File: config.mk
export PLATFORM = sky130hd
export DESIGN_NAME = max6675_emulator
export DESIGN_NICKNAME = d
export VERILOG_FILES = /design/src/rtl/max6675_pkg.sv /design/src/rtl/max6675_emulator_sync_edge_det.sv /design/src/rtl/max6675_emulator.sv
export SDC_FILE = /design/constraint.sdc
export NUM_CORES = 1
export LEC_CHECK = 0
export CORE_ASPECT_RATIO = 1.1
export CORE_MARGIN = 2
export CORE_UTILIZATION = 30
export CTS_BUF_LIST = sky130_fd_sc_hd__clkbuf_4 sky130_fd_sc_hd__clkbuf_8
export CTS_CLUSTER_DIAMETER = 40
export DETAILED_ROUTE_END_ITERATION = 8
export GPL_ROUTABILITY_DRIVEN = 0
export PLACE_DENSITY = 0.46
export SYNTH_ARGS = -nofsm -noshare
export SYNTH_HDL_FRONTEND = slang
export SYNTH_SLANG_ARGS = --single-unit
File: constraint.sdc
create_clock -name clk -period 2.1 [get_ports clk]
set_input_delay 0.315 -clock clk [delete_from_list [all_inputs] [get_ports clk]]
set_output_delay 0.315 -clock clk [all_outputs]
set_load 0.02 [all_outputs]
File: src/rtl/max6675_pkg.sv
// Shared types and frame layout for the MAX6675 sensor emulator.
// Frame: {0, temp[11:0], open, id=0, 0}, shifted out MSB first.
package max6675_pkg;

    typedef enum logic [1:0] {
        CONV  = 2'd0,
        IDLE  = 2'd1,
        SHIFT = 2'd2
    } state_t;

    localparam int FRAME_BITS          = 16;
    localparam int BIT_DUMMY           = 15;
    localparam int TEMP_MSB            = 14;
    localparam int TEMP_LSB            = 3;
    localparam int BIT_OPEN            = 2;
    localparam int BIT_ID              = 1;
    localparam int DEFAULT_CONV_CYCLES = 11_000_000;

    function automatic logic [FRAME_BITS-1:0] build_frame(input logic [11:0] temp,
                                                          input logic       open_flag);
        logic [FRAME_BITS-1:0] frame;
        frame                    = '0;
        frame[TEMP_MSB:TEMP_LSB] = temp;
        frame[BIT_OPEN]          = open_flag;
        frame[BIT_ID]            = 1'b0;
        frame[BIT_DUMMY]         = 1'b0;
        return frame;
    endfunction

endpackage

File: src/rtl/max6675_emulator_sync_edge_det.sv
// Multi-flop synchronizer for an asynchronous level, with single-cycle
// rise/fall pulses derived from the synchronized value.
module sync_edge_det #(
    parameter int   STAGES    = 2,
    parameter logic RESET_VAL = 1'b0
) (
    input  logic clk,
    input  logic rst,
    input  logic din,
    output logic rise,
    output logic fall
);

    logic [STAGES-1:0] sync_reg;
    logic [STAGES-1:0] sync_next;
    logic              prev_reg;

    generate
        for (genvar gi = 0; gi < STAGES; gi++) begin : g_stage
            if (gi == 0) begin : g_first
                assign sync_next[gi] = din;
            end else begin : g_rest
                assign sync_next[gi] = sync_reg[gi-1];
            end
        end
    endgenerate

    always_ff @(posedge clk) begin
        if (rst) begin
            sync_reg <= {STAGES{RESET_VAL}};
            prev_reg <= RESET_VAL;
        end else begin
            sync_reg <= sync_next;
            prev_reg <= sync_reg[STAGES-1];
        end
    end

    assign rise = sync_reg[STAGES-1] & ~prev_reg;
    assign fall = ~sync_reg[STAGES-1] & prev_reg;

endmodule

File: src/rtl/max6675_emulator.sv
// MAX6675 slave emulator: conversion timer plus 16-bit read-only SPI responder.
// Define MAX6675_EMU_FAULT_EN to add inj_xor, XORed into each loaded frame.
import max6675_pkg::*;

module max6675_emulator #(
    parameter int CONV_CYCLES = DEFAULT_CONV_CYCLES,
    parameter int SYNC_STAGES = 2
) (
    input  logic        clk,
    input  logic        rst,
    input  logic        cs_n,
    input  logic        sck,
    input  logic [11:0] temp_code,
    input  logic        tc_open,
`ifdef MAX6675_EMU_FAULT_EN
    input  logic [15:0] inj_xor,
`endif
    output logic        so,
    output logic        so_en,
    output logic        conv_busy,
    output logic        frame_done,
    output logic        frame_abort
);

    localparam int CNT_W = (CONV_CYCLES > 2) ? $clog2(CONV_CYCLES) : 1;

    state_t                state_reg, state_next;
    logic [CNT_W-1:0]      conv_cnt_reg, conv_cnt_next;
    logic [11:0]           result_temp_reg, result_temp_next;
    logic                  result_open_reg, result_open_next;
    logic [FRAME_BITS-1:0] shreg_reg, shreg_next;
    logic [4:0]            bitcnt_reg, bitcnt_next;
    logic                  so_reg, so_next;
    logic                  so_en_reg, so_en_next;
    logic                  done_reg, done_next;
    logic                  abort_reg, abort_next;

    logic                  cs_rise, cs_fall, sck_rise, sck_fall;
    logic                  conv_end;
    logic [FRAME_BITS-1:0] frame_load;

    sync_edge_det #(.STAGES(SYNC_STAGES), .RESET_VAL(1'b1)) u_cs_sync (
        .clk  (clk),
        .rst  (rst),
        .din  (cs_n),
        .rise (cs_rise),
        .fall (cs_fall)
    );

    sync_edge_det #(.STAGES(SYNC_STAGES), .RESET_VAL(1'b0)) u_sck_sync (
        .clk  (clk),
        .rst  (rst),
        .din  (sck),
        .rise (sck_rise),
        .fall (sck_fall)
    );

    assign conv_end = (state_reg == CONV) && (conv_cnt_reg == CNT_W'(CONV_CYCLES - 1));

    // The frame is built from the post-update result so a select landing on the
    // conversion-end cycle already sees the fresh reading.
    always_comb begin
        result_temp_next = conv_end ? temp_code : result_temp_reg;
        result_open_next = conv_end ? tc_open   : result_open_reg;
`ifdef MAX6675_EMU_FAULT_EN
        frame_load = build_frame(result_temp_next, result_open_next) ^ inj_xor;
`else
        frame_load = build_frame(result_temp_next, result_open_next);
`endif
    end

    always_ff @(posedge clk) begin
        if (rst) state_reg <= CONV;
        else     state_reg <= state_next;
    end

    always_comb begin
        state_next = state_reg;
        case (state_reg)
            CONV:    if (cs_fall) state_next = SHIFT; else if (conv_end) state_next = IDLE;
            IDLE:    if (cs_fall) state_next = SHIFT;
            SHIFT:   if (cs_rise) state_next = CONV;
            default: state_next = CONV;
        endcase
    end

    always_comb begin
        conv_cnt_next = conv_cnt_reg;
        shreg_next    = shreg_reg;
        bitcnt_next   = bitcnt_reg;
        so_next       = so_reg;
        so_en_next    = so_en_reg;
        done_next     = 1'b0;
        abort_next    = 1'b0;
        case (state_reg)
            CONV, IDLE: begin
                if (state_reg == CONV)
                    conv_cnt_next = conv_end ? '0 : conv_cnt_reg + 1'b1;
                if (cs_fall) begin
                    conv_cnt_next = '0;
                    shreg_next    = frame_load;
                    so_next       = frame_load[BIT_DUMMY];
                    so_en_next    = 1'b1;
                    bitcnt_next   = '0;
                end
            end
            SHIFT: begin
                if (cs_rise) begin
                    so_next       = 1'b0;
                    so_en_next    = 1'b0;
                    done_next     = (bitcnt_reg == 5'(FRAME_BITS));
                    abort_next    = (bitcnt_reg != 5'(FRAME_BITS));
                    conv_cnt_next = '0;
                end else if (sck_fall) begin
                    shreg_next  = {shreg_reg[FRAME_BITS-2:0], 1'b0};
                    so_next     = shreg_reg[FRAME_BITS-2];
                    bitcnt_next = (bitcnt_reg == 5'(FRAME_BITS)) ? bitcnt_reg : bitcnt_reg + 5'd1;
                end
            end
            default: ;
        endcase
    end

    always_ff @(posedge clk) begin
        if (rst) begin
            conv_cnt_reg    <= '0;
            result_temp_reg <= '0;
            result_open_reg <= 1'b0;
            shreg_reg       <= '0;
            bitcnt_reg      <= '0;
            so_reg          <= 1'b0;
            so_en_reg       <= 1'b0;
            done_reg        <= 1'b0;
            abort_reg       <= 1'b0;
        end else begin
            conv_cnt_reg    <= conv_cnt_next;
            result_temp_reg <= result_temp_next;
            result_open_reg <= result_open_next;
            shreg_reg       <= shreg_next;
            bitcnt_reg      <= bitcnt_next;
            so_reg          <= so_next;
            so_en_reg       <= so_en_next;
            done_reg        <= done_next;
            abort_reg       <= abort_next;
        end
    end

    always_comb begin
        conv_busy   = (state_reg == CONV);
        so          = so_reg;
        so_en       = so_en_reg;
        frame_done  = done_reg;
        frame_abort = abort_reg;
    end

endmodule

# Word level (Yosys, flattened, before mapping)
# Index checks and enable logic that the tools add are counted.
# W data, S select, Z words.
# totals
reg_bits,69
in_bits,17
# op_classes
n_bitwise,8
n_eq_ne,14
muxes,28
reduce_logical,11
add_sub_neg,2
# ops
cell,count
$mux W24,4
$pmux W24 S2,1
$mux W15,3
$pmux W15 S2,1
$add A24 B1 Y24 const B,1
$eq A24 B24 Y1 const B,1
$mux W5,4
$mux W12,1
$ne A2 B2 Y1 const B,6
$reduce_and A3 Y1,4
$pmux W5 S2,1
$mux W2,4
$mux W1,6
$ne A3 B3 Y1 const B,2
$pmux W2 S3,1
$add A5 B1 Y5 const B,1
$eq A5 B5 Y1 const B,1
$ne A5 B5 Y1 const B,1
$not A1 Y1,5
$reduce_and A5 Y1,1
$pmux W1 S2,2
$reduce_and A4 Y1,1
$and A1 B1 Y1,3
$ne A3 B1 Y1 const B,1
other kinds (7),7

# Depth between registers and ports, before layout
# Gate-level depths: netlist of run 1.
# depth
word_depth,6
depth_mapped,8

# By module
# A second synthesis of run 1 with hierarchy kept.
# unflattened
cells_unflattened,314
area_unflattened_um2,2947.8
# by_module_without_submodules
mod,cells_per_inst,n_inst,area_each_um2
max6675_emulator,298,1,2763.9
sync_edge_det (u_cs_sync),8,1,92.6
sync_edge_det (u_sck_sync),8,1,91.3

# Worst setup path before layout of run 1
# No wires, ideal clock.
# synth_path
path_type,reg-to-reg
startpoint,reg conv_cnt_reg[0]
endpoint,reg shreg_reg[5]
n_path_buf,2
stages_incl_launch_ff,9
setup_ns,0.095
setup_slack_ns,0.230
synth_period_minus_slack_ns,1.870
arrival_ns,1.774
required_ns,2.005
path_cell_list,dfxtp_1 > ha_1 > nor4b_1 > and4_1 > clkbuf_4 > nand2_2 > buf_6 > mux2i_1 > a221oi_1
# synth_via
elab_chain_cells,5
# synth_rtl
item,line,rtl
"start, declared",max6675_emulator.sv:28,"logic [CNT_W-1:0] conv_cnt_reg, conv_cnt_next;"
"start signal, assigned",max6675_emulator.sv:136,conv_cnt_reg <= conv_cnt_next;
$eq A24 B24 Y1,max6675_emulator.sv:58,assign conv_end = (state_reg == CONV) && (conv_cnt_reg == CNT_W'(CONV_CYCLES - 1));
$logic_and A1 B1 Y1,max6675_emulator.sv:58,
$mux W12,max6675_emulator.sv:63,result_temp_next = conv_end ? temp_code : result_temp_reg;
$mux W15,max6675_emulator.sv:99,if (cs_fall) begin
$pmux W15 S2,max6675_emulator.sv:95,case (state_reg)
"end signal, assigned",max6675_emulator.sv:139,shreg_reg <= shreg_next;
"end, declared",max6675_emulator.sv:31,"logic [FRAME_BITS-1:0] shreg_reg, shreg_next;"
# Every way passes these cells. The select of a mux whose other input is x is not followed.
# A chain may end at the register's enable or synchronous reset.

# Final worst setup path of run 1
# layout_path
startpoint,reg state_reg[0]
endpoint,out conv_busy
# layout_via
elab_chain_cells,1
# layout_rtl
item,line,rtl
"start, declared",max6675_emulator.sv:27,"state_t state_reg, state_next;"
"start signal, assigned",max6675_emulator.sv:74,else state_reg <= state_next;
$logic_not A2 Y1,max6675_emulator.sv:149,conv_busy = (state_reg == CONV);
"end, declared",max6675_emulator.sv:20,"output logic conv_busy,"
# Every way passes these cells.

==> summary.txt, run 1 <==
Synth
  • Syn nets: ~360
  • Synth Flop Type: dfxtp_1
  • Post-synth EDFFs: 0
  • Avg Cell Area, Syn: 9.09 um2
  • Post-Syn Instances: 343
  • Flops & latches, synth: 67
  • Sequential area share after synthesis: 0.430
  • Yosys warns: 0
  • Unique cell type count in the Yosys netlist: 53
  • Async set-reset flop share out of synthesis: 0
  • Synthesized area: 3120 um2

CTS
  • Max Root-Sink Buffers: 2
  • CTS Hold Bufs: 0
  • H-Tree Level Count: 3
  • Clk pin slew, worst setup/hold paths: 0.07 ns
  • Clock sink count: 67
  • CTS buffer count: 9
  • Post-CTS sizing: 0
  • CTS tree: yes
  • Post CTS Setup Buffer Count: 0
  • Clock network latency to the later pin of the worst-skew pair: around 0.35 ns
  • CTS Root Buffer Type: clkbuf_8

Floorplanning
  • Die H: 111 um
  • Die W: 101 um
  • # rows: 39
  • Top Ports: 22
  • Die area: 11,200 um2
  • Core area: between 10,000 and 15,000 um2
  • Initial Util: 0.304

STA
  • RSZ-0062 raised after global routing: no
  • Period utilization: 0.920
  • Final hold violations: 0
  • Slew @ Worst Pin: 0.421 ns
  • Max-slew violations: 0
  • Final setup skew: 0.00915 ns
  • Slew HR: 0.717
  • Max Fclk: 518 MHz
  • Tmin final: 1.93 ns
  • Setup TNS: 0 ns
  • Endpoints failing setup: 0

Critical path
  • CP Class: reg -> out
  • Cell chain of the critical path: nor2_1 > clkdlybuf4s50_1
  • Delay-heaviest family, CP: buffers and inverters
  • CP bufs+invs: 1
  • CP max FO: 9
  • Worst EP arrival: 1.62 ns
  • Max stage delay on crit path: between 0.6 and 0.7 ns
  • Startpoint Class: flop
  • Crit path capture type: output port
  • Critical Path RT: between 1.5 and 2 ns
  • Worst path slowest cell: clkdlybuf4s50_1

Drt
  • Vias/cell: ~5.1
  • Routed wire per std cell: between 10 and 15 um
  • Post-Route WL: 7290 um
  • Routed vias: between 2,000 and 3,000
  • # DRC: 0
  • Drt first pass iters: 4
  • First DRT Iteration DRCs: 99
  • Final antenna-violating net count: 0

Finish
  • Number of flip-flops in the largest register: 24
  • Antenna cells: 0
  • Share of layout cells above drive strength 1: 0.149
  • Multi-input logic area: 1640 um2
  • Syn-to-layout area delta: 20.5%
  • Seq. cell area: 1340 um2
  • Fillers: 1,066
  • Layout Nets: 397

Power and ir drop
  • Leakage: 1.47 nW
  • VDD IR max: ~0.33 mV
  • PwrDens: 658 nW/um2
  • Tot Pwr: 2.47 mW

Global route
  • Vias in the first global route: between 2,000 and 3,000
  • GRT Util Overall: 0.138
  • Largest net degree at the start of global routing: 38
  • Initial antenna violation count: 0
  • First-pass GRT wire length: around 12,000 um
  • GRT overflow: 0

Place
  • DP HPWL: 5050 um
  • I/O Buffers: 21

Run status
  • Status: completed

Hold path
  • Path type of the worst min-delay path: reg -> reg

Job
  • Max-capacitance violation count: 0
==> per-layer routing <==
metal | up-vias | share of wire | track usage
li1 | 1321 | - | -
met1 | 1224 | 0.49 | 0.187
met2 | 44 | 0.47 | 0.211
met3 | 7 | 0.032 | 0.0303
met4 | 0 | 0.014 | 0.0568
met5 | - | 0 | 0
==> Yosys cell counts, types with 4 or more instances <==
cell type / count / area (um2)
a21oi_1: 24 / 120
a221oi_1: 7 / 61.3
a31oi_1: 5 / 31.3
and3_1: 4 / 25.0
and4_1: 6 / 52.6
buf_2: 4 / 20.0
clkbuf_1: 10 / 37.5
dfxtp_1: 67 / 1340
inv_1: 7 / 26.3
mux2i_1: 15 / 150
nand2_1: 20 / 75.1
nand3_1: 11 / 55.1
nand4_1: 6 / 37.5
nor2_1: 41 / 154
nor2b_1: 6 / 37.5
nor3_1: 11 / 55.1
o2111ai_1: 6 / 52.6
o211ai_1: 7 / 52.6
o21ai_0: 21 / 105
xor2_1: 14 / 123
==> cells by family (layout without fill, tap and decap cells) <==
logic type	count (synthesis)	after routing	share of synthesized area
flops	67	67	0.430
mux	15	15	0.0482
simple gates	131	131	0.244
fa+ha+maj	3	3	0.0120
buf+inv	27	66	0.0450
compound gates	83	83	0.173
xor+xnor	17	17	0.0478
==> power by group <==
part / switching [mW] / internal (mW)
clock: 0.522 / 0.460
sequential: 0.0140 / 1.28
combinational: 0.106 / 0.0853
total: 0.642 / 1.83
==> path summary, 6_finish.rpt <==
path / from / endpoint / slack, ns / cells after the start
setup reg to reg: conv_cnt_reg[6]$_SDFFE_PP0P_ / conv_cnt_reg[12]$_SDFFE_PP0P_ / 0.22 / 5
setup / recovery: state_reg[0]$_SDFFE_PP0P_ / conv_busy / 0.17 / 2
hold / removal: u_cs_sync.sync_reg[0]$_SDFF_PP1_ / u_cs_sync.sync_reg[1]$_SDFF_PP1_ / 0.41 / 1
hold reg to reg: u_cs_sync.sync_reg[0]$_SDFF_PP1_ / u_cs_sync.sync_reg[1]$_SDFF_PP1_ / 0.41 / 1
==> through the flow <==
| step | std cells | worst slack (ns) | utilization | instance area [um2] | hold WS [ns] |
|---|---|---|---|---|---|
| 2_1_floorplan | 343 | 0.230 | - | 3120 | 0.389 |
| 3_3_place_gp | 489 | 0.196 | 0.348 | 3570 | 0.400 |
| 3_5_place_dp | 489 | 0.0818 | 0.348 | 3570 | 0.397 |
| 4_1_cts | 505 | 0.0599 | 0.366 | 3750 | 0.419 |
| 5_1_grt | 505 | 0.0353 | 0.367 | 3760 | 0.434 |
| 6_report | 505 | 0.169 | 0.367 | 3760 | 0.414 |
==> final cells by class <==
| cell class | instances | share of cell area |
|---|---|---|
| clock buffers | 10 | 0.0366 |
| clock inverters | 6 | 0.0107 |
| inverters | 7 | 0.00700 |
| multi-input cells | 249 | 0.438 |
| flip-flops and latches | 67 | 0.357 |
| well taps | 123 | 0.0410 |
| repair buffers | 43 | 0.110 |
==> placed cells by master (no fill, tap or decap), types with 2 or more instances in the layout <==
cell type        instances
clkinv_2                 3
or4_1                    2
mux2i_1                 15
o21ai_0                 21
a221oi_1                 7
a211oi_1                 2
and4_1                   5
or2_2                    3
nand2b_1                 3
xor2_1                  14
and3_1                   4
a21oi_1                 24
nand4_1                  6
o31ai_1                  2
nor2_1                  41
buf_4                   19
buf_12                   3
ha_1                     3
clkbuf_8                10
nor3_1                  11
a31oi_1                  5
dfxtp_1                 67
o2111ai_1                6
inv_1                    7
or4b_1                   2
nor2b_1                  6
clkdlybuf4s50_1         21
nand2b_4                 2
and4b_1                  2
nand2_1                 20
nand3_1                 11
xnor2_1                  3
o211ai_1                 7
==> worst register-to-register path: cells and delay by family (launching register included) <==
family          cells  cell delay, ns
simple gates        3            1.03
flops               1            0.48
compound gates      2            0.31
No activity file was read; power rests on OpenSTA's default activity.
==> inputs of run 2 (changes only) <==
Settings changed: PLACE_DENSITY 0.46 to not set, SLEW_MARGIN set to 20.
==> run 2 against run 1 <==
Setup slack improved by 0.0084 ns. Non-clock buffer count decreased by 4. Critical path type unchanged. Final cell count decreased by 0.79%. Largest cell class unchanged. Design area increased by 0.17%. First-iteration DRC count decreased by 40%. Clock power increased by 22%. Global-route usage decreased by 0.33 points. Die area unchanged. Utilization increased by 0.061 points. Fmax increased by 0.43%.
==> summary.txt, run 2 (synthesis gave the netlist of run 1 again) <==
Critical path
  • Max stage delay on crit path: 0.64 ns
  • Critical Path RT: about 1.8 ns
  • Worst r2r dst: shreg_reg[3]$_SDFFE_PP0P_
  • Worst Reg-to-Reg Cells: 6
  • Cell chain of the critical path: nor2_1 > clkdlybuf4s50_1
  • CP Class: reg -> out
  • Delay-heaviest family, CP: buffers and inverters
  • Crit path capture type: output port
  • Worst EP arrival: 1.61 ns
  • Startpoint Class: flop
  • CP max FO: 8
  • Reg2reg start: conv_cnt_reg[15]$_SDFFE_PP0P_
  • Reg-to-reg slack, setup: roughly 0.19 ns
  • CP bufs+invs: 1
  • Worst path slowest cell: clkdlybuf4s50_1

Finish
  • Most common cell after layout, fill and taps aside: dfxtp_1
  • Layout Nets: 393
  • Share of layout cells above drive strength 1: 0.143
  • Syn-to-layout area delta: 20.7%
  • Number of flip-flops in the largest register: 24
  • Most frequent cells in the layout: dfxtp_1, nor2_1, a21oi_1
  • Antenna cells: 0

STA
  • Slew HR: 0.692
  • Setup TNS: 0 ns
  • Max Fclk: 520 MHz
  • Endpoints failing setup: 0
  • Period utilization: 0.916
  • Tmin final: 1.92 ns
  • Slew @ Worst Pin: 0.459 ns
  • Hold WS: ~0.4 ns
  • Final setup skew: 0.0107 ns
  • RSZ-0062 raised after global routing: no
  • Max-slew violations: 0
  • Final hold violations: 0

Drt
  • Post-Route WL: 7100 um
  • Vias/cell: 5.16
  • First DRT Iteration DRCs: 59
  • Routed vias: about 2,600
  • # DRC: 0
  • Routed wire per std cell: 14.2 um
  • Drt first pass iters: 4
  • Final antenna-violating net count: 0

Hold path
  • Path type of the worst min-delay path: reg -> reg
  • Min-Delay Endpoint: u_cs_sync.sync_reg[1]$_SDFF_PP1_
  • Hold Path Cell Cnt: 1
  • Hold Path Origin: u_cs_sync.sync_reg[0]$_SDFF_PP1_

Global route
  • GRT overflow: 0
  • First-pass GRT wire length: 12,300 um
  • Initial antenna violation count: 0
  • Vias in the first global route: 2,492
  • GRT Util Overall: 0.135
  • Largest net degree at the start of global routing: 38

Floorplanning
  • Die W: 101 um
  • # rows: 39
  • Initial Util: 0.304
  • Core area: 10,200 um2
  • Top Ports: 22
  • Die area: approximately 11,000 um2
  • Die H: 111 um

Power and ir drop
  • PwrDens: 715 nW/um2
  • NetSw: 0.646 mW
  • Flop pwr share: 0.483
  • VDD IR max: 0.407 mV
  • Leakage: 1.45 nW
  • Clock Power Share: 0.447
  • Sw Ratio: 0.240
  • Internal Power: just over 2 mW
  • Comb power frac: 0.070

CTS
  • Clock network latency to the later pin of the worst-skew pair: 0.34 ns
  • CTS buffer count: 9
  • Clock sink count: 67
  • CTS Root Buffer Type: clkbuf_8
  • Clk pin slew, worst setup/hold paths: 0.07 ns
  • H-Tree Level Count: 3
  • Max Root-Sink Buffers: 2
  • CTS tree: yes
  • CTS Hold Bufs: 0

Place
  • DP HPWL: approximately 5000 um
  • I/O Buffers: 21

Job
  • Max-capacitance violation count: 0

Run status
  • Status: completed
run 2: timing repair:
item | in CTS | in global routing
buffers inserted | 0 | 0
setup endpoints to repair | 0 | 40
gates resized for setup | 0 | 4
run 2: power by group through the flow:
stage / Sequential [mW] / Clock, mW / Combinational, mW
2_1_floorplan: 1.33 / 0 / 0.107
3_3_place_gp: 1.33 / 0 / 0.186
3_5_place_dp: 1.33 / 0 / 0.188
4_1_cts: 1.30 / 1.24 / 0.189
5_1_grt: 1.30 / 1.29 / 0.206
6_report: 1.30 / 1.20 / 0.187
run 2: cell type report:
class / instances / area (um2)
tap: 123 / 154
fill: 1047 / 6480
timing repair buffer: 39 / 370
sequential: 67 / 1340
clock inverter: 7 / 101
inverter: 7 / 26.3
multi-input combinational: 249 / 1650
clock buffer: 9 / 124
run 2: per-stage QoR:
step                      cell area [um2]  utilization  setup WS, ns  power (mW)  cells
after detailed placement             3530        0.344        0.0626        1.52    485
after floorplan                      3120            -         0.230        1.43    343
after CTS                            3750        0.366        0.0626        2.73    501
final                                3760        0.367         0.177        2.69    501
after global placement               3530        0.344         0.161        1.51    485
after global routing                 3760        0.367       0.00781        2.79    501
run 2: worst max path at each step:
stage                                       from  depth (start not counted)                       endpoint  slack (ns)
finish                 state_reg[1]$_SDFFE_PP0P_                          2                      conv_busy        0.18
CTS                 conv_cnt_reg[0]$_SDFFE_PP0P_                          7      shreg_reg[3]$_SDFFE_PP0P_        0.06
global route        conv_cnt_reg[2]$_SDFFE_PP0P_                          6      shreg_reg[7]$_SDFFE_PP0P_       0.008
floorplan           conv_cnt_reg[0]$_SDFFE_PP0P_                          8      shreg_reg[5]$_SDFFE_PP0P_        0.23
detailed placement  conv_cnt_reg[0]$_SDFFE_PP0P_                          7      shreg_reg[3]$_SDFFE_PP0P_        0.06
global placement    conv_cnt_reg[0]$_SDFFE_PP0P_                          6  conv_cnt_reg[16]$_SDFFE_PP0P_        0.16
run 2: worst register-to-register path: stages, from the launching register on:
cell      delay [ns]
dfxtp_1         0.45
nand3_1         0.27
nor3b_4         0.36
nand2_2         0.14
buf_12          0.18
mux2i_1         0.14
a221oi_1        0.28
run 2: metal layers:
layer / track usage / vias to the layer above / wire length, um
li1: - / 1315 / -
met1: 0.181 / 1220 / 3360
met2: 0.216 / 44 / 3440
met3: 0.0359 / 5 / 267
met4: 0.0297 / 0 / 35
met5: 0 / - / 0
